--- config.mk ---
export PLATFORM = sky130hd
export DESIGN_NAME = fm_tap_capture
export DESIGN_NICKNAME = d
export VERILOG_FILES = /design/src/rtl/fm_tap_capture.sv
export SDC_FILE = /design/constraint.sdc
export NUM_CORES = 1
export LEC_CHECK = 0
export BUFFER_PORTS_ARGS = -buffer_cell sky130_fd_sc_hd__buf_2
export CORE_AREA = 5 5 131 157
export CTS_CLUSTER_SIZE = 10
export DETAILED_ROUTE_END_ITERATION = 7
export DIE_AREA = 0 0 136 162
export GPL_TIMING_DRIVEN = 1
export PLACE_DENSITY = 0.81
export SYNTH_ARGS = -nofsm -noshare
export SYNTH_HDL_FRONTEND = slang
export SYNTH_SLANG_ARGS = --single-unit
--- constraint.sdc ---
create_clock -name clk_hs -period 5.9 [get_ports clk_hs]
set_input_delay 1.18 -clock clk_hs [delete_from_list [all_inputs] [get_ports clk_hs]]
set_output_delay 1.18 -clock clk_hs [all_outputs]
set_load 0.03 [all_outputs]
--- src/rtl/fm_tap_capture.sv ---
// Per-source FM tap: trigger-armed, prescaled burst capture of a ULT pipeline stream
// into registered fm_rt data/valid records, plus saturating monitoring counters.
module fm_tap_capture #(
    parameter int DATA_WIDTH     = 64,
    parameter int PRESCALE_WIDTH = 16,
    parameter int BURST_WIDTH    = 12,
    parameter int CNT_WIDTH      = 32
) (
    input  logic                      clk_hs,
    input  logic                      rst_hs,
    input  logic                      enable,
    input  logic                      arm,
    input  logic                      trigger,
    input  logic                      freeze,
    input  logic [PRESCALE_WIDTH-1:0] prescale,
    input  logic [BURST_WIDTH-1:0]    burst_len,
    input  logic [DATA_WIDTH-1:0]     in_data,
    input  logic                      in_valid,
    output logic [DATA_WIDTH-1:0]     fm_data,
    output logic                      fm_valid,
    output logic [1:0]                state_o,
    output logic [BURST_WIDTH-1:0]    words_captured,
    output logic [CNT_WIDTH-1:0]      dropped_cnt,
    output logic [CNT_WIDTH-1:0]      burst_cnt
);

    typedef enum logic [1:0] {
        S_IDLE    = 2'd0,
        S_ARMED   = 2'd1,
        S_CAPTURE = 2'd2,
        S_DONE    = 2'd3
    } state_e;

    state_e                    state_q, state_d;
    logic [PRESCALE_WIDTH-1:0] prescale_sh_q, prescale_sh_d;
    logic [PRESCALE_WIDTH-1:0] prescale_cnt_q, prescale_cnt_d;
    logic [BURST_WIDTH-1:0]    burst_sh_q, burst_sh_d;
    logic [BURST_WIDTH-1:0]    words_q, words_d;
    logic [BURST_WIDTH:0]      words_inc;
    logic [DATA_WIDTH-1:0]     fm_data_q, fm_data_d;
    logic                      fm_valid_q, fm_valid_d;
    logic [CNT_WIDTH-1:0]      dropped_q, dropped_d;
    logic [CNT_WIDTH-1:0]      burst_cnt_q, burst_cnt_d;

    logic cap_active, word_in, emit, last_word, cont_exit, arm_take;

    // State register.
    always_ff @(posedge clk_hs) begin
        // NOTE: sequential state uses non-blocking assignments so every register samples pre-edge values.
        if (rst_hs) state_q <= S_IDLE;
        else        state_q <= state_d;
    end

    // Next-state logic; enable low overrides every other transition.
    always_comb begin
        // NOTE: default first so no path through this block can infer a latch.
        state_d = state_q;
        if (!enable) begin
            state_d = S_IDLE;
        end else begin
            unique case (state_q)
                S_IDLE:    if (arm) state_d = S_ARMED;
                S_ARMED:   if (trigger) state_d = last_word ? S_DONE : S_CAPTURE;
                S_CAPTURE: begin
                    if (arm && burst_sh_q == '0) state_d = S_ARMED;
                    else if (last_word)          state_d = S_DONE;
                end
                S_DONE:    if (arm) state_d = S_ARMED;
                default:   state_d = S_IDLE;
            endcase
        end
    end

    // Output decode: the trigger cycle itself is already a capture cycle.
    always_comb begin
        cap_active = 1'b0;
        unique case (state_q)
            S_ARMED:   cap_active = enable && trigger;
            S_CAPTURE: cap_active = 1'b1;
            default:   cap_active = 1'b0;
        endcase
    end

    assign state_o   = state_q;
    assign word_in   = cap_active && in_valid;
    assign emit      = word_in && !freeze && (prescale_cnt_q == '0);
    assign words_inc = {1'b0, words_q} + (BURST_WIDTH + 1)'(1);
    assign last_word = emit && (burst_sh_q != '0) && (words_inc == {1'b0, burst_sh_q});
    assign cont_exit = (state_q == S_CAPTURE) && (burst_sh_q == '0) && (!enable || arm);
    assign arm_take  = (state_d == S_ARMED) && (state_q != S_ARMED);

    always_comb begin
        prescale_sh_d  = prescale_sh_q;
        burst_sh_d     = burst_sh_q;
        prescale_cnt_d = prescale_cnt_q;
        words_d        = words_q;
        fm_data_d      = fm_data_q;
        fm_valid_d     = emit;
        dropped_d      = dropped_q;
        burst_cnt_d    = burst_cnt_q;

        if (word_in && freeze && dropped_q != '1)
            dropped_d = dropped_q + CNT_WIDTH'(1);
        if (word_in && !freeze)
            prescale_cnt_d = (prescale_cnt_q == '0) ? prescale_sh_q
                                                    : prescale_cnt_q - PRESCALE_WIDTH'(1);
        if (emit) begin
            fm_data_d = in_data;
            if (words_q != '1) words_d = words_inc[BURST_WIDTH-1:0];
        end
        if ((last_word || cont_exit) && burst_cnt_q != '1)
            burst_cnt_d = burst_cnt_q + CNT_WIDTH'(1);
        // Arming snapshots the configuration and restarts the burst bookkeeping.
        if (arm_take) begin
            prescale_sh_d  = prescale;
            burst_sh_d     = burst_len;
            prescale_cnt_d = '0;
            words_d        = '0;
        end
    end

    always_ff @(posedge clk_hs) begin
        if (rst_hs) begin
            prescale_sh_q  <= '0;
            burst_sh_q     <= '0;
            prescale_cnt_q <= '0;
            words_q        <= '0;
            fm_data_q      <= '0;
            fm_valid_q     <= 1'b0;
            dropped_q      <= '0;
            burst_cnt_q    <= '0;
        end else begin
            prescale_sh_q  <= prescale_sh_d;
            burst_sh_q     <= burst_sh_d;
            prescale_cnt_q <= prescale_cnt_d;
            words_q        <= words_d;
            fm_data_q      <= fm_data_d;
            fm_valid_q     <= fm_valid_d;
            dropped_q      <= dropped_d;
            burst_cnt_q    <= burst_cnt_d;
        end
    end

    assign fm_data        = fm_data_q;
    assign fm_valid       = fm_valid_q;
    assign words_captured = words_q;
    assign dropped_cnt    = dropped_q;
    assign burst_cnt      = burst_cnt_q;

endmodule

## Word-level counts from Yosys, hierarchy flattened

Index checks and enable logic that the tools add are counted.

- Equality and inequality tests: 9
- Mux-type cells: 9
- Reductions and logical operators: 24
- Add/subtract/negate cells: 4

Operators with widths:

| operator | number |
|---|---|
| 32-bit by 1-bit adder with 32-bit output (second input constant) | 2 |
| 32-bit != test (second input constant) | 2 |
| 16-bit zero test | 1 |
| 16-bit 2-to-1 mux | 1 |
| 16-bit by 1-bit subtractor with 16-bit output (second input constant) | 1 |
| 12-bit by 1-bit adder with 13-bit output (second input constant) | 1 |
| 13-bit by 12-bit == test with 1-bit output | 1 |
| 1-bit logical AND | 13 |
| 12-bit zero test | 1 |
| 12-bit != test (second input constant) | 1 |
| 12-bit nonzero test | 1 |
| 2-bit 2-to-1 mux | 5 |
| 2-bit case mux with 3 select lines | 1 |
| 2-bit by 1-bit == test with 1-bit output (second input constant) | 2 |
| 2-bit == test (second input constant) | 2 |
| 2-bit OR reduction | 2 |
| 1-bit zero test | 2 |
| 2-bit zero test | 1 |
| 1-bit logical OR | 2 |
| 2-bit by 1-bit != test with 1-bit output (second input constant) | 1 |
| 1-bit case mux with 2 select lines | 1 |
| 2-bit AND reduction | 1 |
| 1-bit 2-to-1 mux | 1 |

- Output and inout bits: 143
- Input port bits: 99
- Register bits after elaboration: 187
- Logic and storage cells: 55

## Logic depth before layout (Yosys ltp)

- Depth in word-level cells: 14
- Depth in mapped cells: 14
- Mapped depth without buffers: 10

## Least setup slack after synthesis

Ideal clock, no wire load.

- Kind: input -> register
- From: input enable
- To: register burst_cnt_q[30] (netlist: burst_cnt[30])
- Path buffers: 3
- Data required time: 5.777 ns
- Setup slack: 1.940 ns
- Arrival time: 3.837 ns
- Library setup time: 0.123 ns
- Cell stages on the path: 11
- Cells stage by stage: a31oi_1 > or3_1 > clkbuf_1 > or4b_4 > a311oi_4 > a31oi_2 > or2_1 > buf_2 > clkbuf_1 > nor4_1 > mux2_1

- Longest elaborated chain between the ends: 9
- Elaborated cells on any way between the ends: 12
- Those cells by class: mux: 1; reduce/logical: 11

RTL lines:

| item | line | RTL |
|---|---|---|
| from (decl) | 11 | `input logic enable,` |
| 1-bit logical AND | 78 | `S_ARMED: cap_active = enable && trigger;` |
| 1-bit case mux with 2 select lines | 77 | `unique case (state_q)` |
| 1-bit logical AND | 85 | `assign word_in = cap_active && in_valid;` |
| 1-bit logical AND (2 in a row) | 86 | `assign emit = word_in && !freeze && (prescale_cnt_q == '0);` |
| 1-bit logical AND (2 in a row) | 88 | `assign last_word = emit && (burst_sh_q != '0) && (words_inc == {1'b0, burst_sh_q});` |
| 1-bit logical OR * | 111 | `if ((last_word \|\| cont_exit) && burst_cnt_q != '1)` |
| 1-bit logical AND * | 111 |  |
| to (signal assigned) | 140 | `burst_cnt_q <= burst_cnt_d;` |
| to (decl) | 43 | `logic [CNT_WIDTH-1:0] burst_cnt_q, burst_cnt_d;` |

Mark *: on every way between the ends. The rest lies on a longest branch, timed or not.
A chain may end at the register's enable or synchronous reset.

## Worst setup path after layout

- From: input trigger
- To: register burst_cnt_q[15] (netlist: burst_cnt[15])

- Longest elaborated chain between the ends: 9

RTL lines:

| item | line | RTL |
|---|---|---|
| from (decl) | 13 | `input logic trigger,` |
| 1-bit logical AND | 78 |  |
| 1-bit case mux with 2 select lines | 77 |  |
| 1-bit logical AND | 85 |  |
| 1-bit logical AND (2 in a row) | 86 |  |
| 1-bit logical AND (2 in a row) | 88 |  |
| 1-bit logical OR | 111 |  |
| 1-bit logical AND | 111 |  |

No other way between the ends.

==> run metrics <==
slowest cell on the critical path=or2_1; Synth Area in Compound Gates=12.1%; Worst Setup End Kind=flop; CP bufs+invs=1; TNS Setup=0 ns; Netlist cell types=55; Yosys reg bits=187; Critical Path Start Type=input pin; critical path, cell by cell=buf_2, a31oi_1, or3_1, or4b_4, a311oi_4, a31oi_2, or2_1, nor4_1, mux2_1; Setup Buffers After CTS=0; P_int=1930 µW; kind of critical path=input pin to flop; first-pass GRT wire length=34800 µm; final setup fails=0; Seq pwr share=50.0%; Pwr per Cell Area=249 nW/µm²; vias per std cell=5.24; max incr delay on CP=0.73 ns; Cells after Synth=1019; Area Growth Syn to Fin=23.8%; CTS tree=built; # diodes=0; CTS resizes=0; Setup crit start=trigger; IO Port Bufs=241; share of cells above drive strength 1=23.8%; TritonCTS Sinks=187; CP arrival=4.76 ns; routability cong.=0.875; clock-pin slew on the worst setup and hold paths=0.07 ns; critical path peak fanout=42; DRC=0; Final Util=54.7%; PnR worst setup slack=1.45 ns; row count=55; GRT Total Usage=19.1%; die width=136 µm; total grt overflow=0; Top delay family on crit path=simple AND/OR/NAND/NOR gates; Syn Area/Cell=8.15 µm²; Starting DRT DRC Count=353; # hold bufs at CTS=0; slew margin rel.=16.3%; routed vias=7824; Skew-Pair Late Insertion Delay=0.43 ns; worst vdd ir=0.181 mV; skew final=0.0138 ns; Reg area=3740 µm²; Critical Path Sink=burst_cnt[15]$_SDFFE_PP0P_; worst slew pin tran=1.26 ns; fill count=1741; Post-Synth XOR/XNOR Area=5.80%; HP Class=flop to flop; vias in the first global route=7163; combinational share of power=4.7%; Leakage Power=0.00433 µW; Final #Nets=1330; worst r2r src=state_o[0]$_SDFF_PP0_; area of the multi-input gates=4290 µm²; Placed Area=9680 µm²; Syn Std Cell Area=8310 µm²; largest net degree at the start of global routing=89; Hold Vio Cnt, Final=0; initial antenna violation count=0; reg-to-reg slack, setup=1.45 ns; IO Pins=242; Post-DRT Antenna Nets=0; unrepaired setup endpoints after global routing=no; Tmin final=4.45 ns; warnings from Yosys=0; R2R depth=10; crit share post-route=75.5%; max-cap violations=0; Core ar.=18800 µm²; pre-CTS setup slack=1.01 ns; asr flop ratio synth=0%; fin area=10300 µm²; max-slew violations=0; Adder-Cell Fraction of Synth Area=1.05%; sequential-to-total area share from yosys stat=45.1%; EDFF count, synth=0; drt wl/cell=14.8 µm; status=finished clean; Initial Util=44.2%; Max Freq=0.225 GHz; mux cell area share after synthesis=4.94%; critical path data required time=6.21 ns; Synth Area in Simple Gates=27.3%; Detailed Place HPWL=16000 µm; switching pwr=625 µW; reg2reg end=burst_cnt[15]$_SDFFE_PP0P_; Clk pwr share=45.2%; CTS Root Cell=clkbuf_16; main combinational cell family by area after synthesis=simple AND/OR/NAND/NOR gates; Main synth FF type=dfxtp_1; TritonRoute pass-1 iters=5; Die Y-Extent=162 µm; CTS max path bufs=2; Worst path depth=9; H-tree levels=4; full die area=22000 µm²; Inserted Clock Buffers=17; drt total wl=22200 µm; Post-Syn Nets=1125; switch share=24.4%
## placed cells by master, fill, tap and decap left out, types with 3 or more instances in the layout
cell type and n:
nand2_1 175, or2_2 3, xor2_1 23, clkbuf_16 17
a22o_1 3, xnor2_1 32, o31ai_1 14, nand3_1 28
and3_1 13, mux2i_1 32, a211oi_1 4, nor3b_1 5
nor3_1 28, inv_8 3, buf_4 9, a31oi_1 5
nor2_1 129, inv_6 5, a21oi_1 98, mux2_1 7
or4_1 16, o21ai_0 18, inv_1 15, buf_2 240
dfxtp_1 187, and2_1 7, or3_1 12, nor2b_1 11
a22oi_1 3, nand2b_1 8, nor4_1 11, clkinv_8 3
and4_1 8, nand4_1 23, ha_1 7
## synth_stat cells (3+ instances only)
cell / instances / area, µm²
nand2_1: 175 / 657
a31oi_1: 5 / 31.3
nor3b_1: 5 / 37.5
clkbuf_1: 52 / 195
and4_1: 8 / 70.1
nand2b_1: 8 / 50.1
a22o_1: 3 / 26.3
a22oi_1: 3 / 22.5
and2_1: 7 / 43.8
mux2i_1: 32 / 320
mux2_1: 7 / 78.8
inv_1: 15 / 56.3
o21ai_0: 18 / 90.1
xor2_1: 23 / 201
nor4_1: 12 / 75.1
or3_1: 12 / 75.1
nor3_1: 28 / 140
a211oi_1: 4 / 30.0
buf_1: 5 / 18.8
nor2b_1: 11 / 68.8
o31ai_1: 14 / 105
or4_1: 16 / 120
xnor2_1: 32 / 280
nand4_1: 23 / 144
dfxtp_1: 187 / 3740
ha_1: 7 / 87.6
a21oi_1: 98 / 490
or2_2: 3 / 18.8
buf_2: 5 / 25.0
nand3_1: 28 / 140
and3_1: 13 / 81.3
nor2_1: 130 / 488
## registers in the layout, indices dropped and copies added (netlist names)
| signal | flops |
|---|---|
| dropped_cnt | 32 |
| prescale_sh_q | 16 |
| burst_sh_q | 12 |
| burst_cnt | 32 |
| state_o | 2 |
| fm_data | 64 |
| fm_valid | 1 |
| prescale_cnt_q | 16 |
| words_captured | 12 |
## worst reg2reg max path, cell delays in order (launching register included)
cell and delay [ns]:
dfxtp_1 0.45, inv_1 0.08, ha_1 0.34, nand2b_1 0.19, or3_1 0.56, or4b_4 0.66
a311oi_4 0.29, a31oi_2 0.21, or2_1 0.73, nor4_1 0.46, mux2_1 0.36
## power groups by stage
stage	combinational, µW	clock [µW]	sequential (µW)
6_report	121	1160	1280
5_1_grt	134	1240	1280
4_1_cts	122	1190	1280
3_5_place_dp	121	0	1310
3_3_place_gp	120	0	1310
2_1_floorplan	69.4	0	1310
## cells by family (layout without fill, tap and decap cells)
| group | count (synthesis) | after routing |
|---|---|---|
| flops | 187 | 187 |
| mux | 40 | 40 |
| simple gates | 485 | 485 |
| compound gates | 167 | 167 |
| xor+xnor | 55 | 55 |
| fa+ha+maj | 7 | 7 |
| buf+inv | 78 | 296 |
## cell type report
type / count / share of cell area (%)
multi-input combinational: 754 / 41.7
sequential: 187 / 36.4
timing repair buffer: 249 / 12.3
clock buffer: 17 / 4.14
tap: 256 / 3.12
clock inverter: 15 / 1.73
inverter: 15 / 0.548
## metrics by stage
step	power, µW	hold slack (ns)	instances
2_1_floorplan	1380	0.448	1019
3_3_place_gp	1430	0.435	1461
3_5_place_dp	1430	0.442	1461
4_1_cts	2590	0.452	1493
5_1_grt	2660	0.475	1493
6_report	2560	0.447	1493
## worst min-delay path by stage
stage,cells after the start,end,from,slack [ns]
6_report,2,fm_data[1]$_SDFFE_PP0P_,fm_data[1]$_SDFFE_PP0P_,0.45
5_1_grt,2,fm_data[60]$_SDFFE_PP0P_,fm_data[60]$_SDFFE_PP0P_,0.48
4_1_cts,2,fm_data[13]$_SDFFE_PP0P_,fm_data[13]$_SDFFE_PP0P_,0.45
3_5_place_dp,2,fm_data[40]$_SDFFE_PP0P_,fm_data[40]$_SDFFE_PP0P_,0.44
3_3_place_gp,2,fm_data[52]$_SDFFE_PP0P_,fm_data[52]$_SDFFE_PP0P_,0.43
2_1_floorplan,2,prescale_cnt_q[11]$_SDFFE_PP0P_,prescale_cnt_q[11]$_SDFFE_PP0P_,0.45
## per-layer routing
layer	part of all wire (%)	GRT usage (%)
met5	0	0
met4	1.6	5.41
met3	7.7	4.24
met2	50	34.4
met1	41	22.5
(Power assumes the default switching activity.)
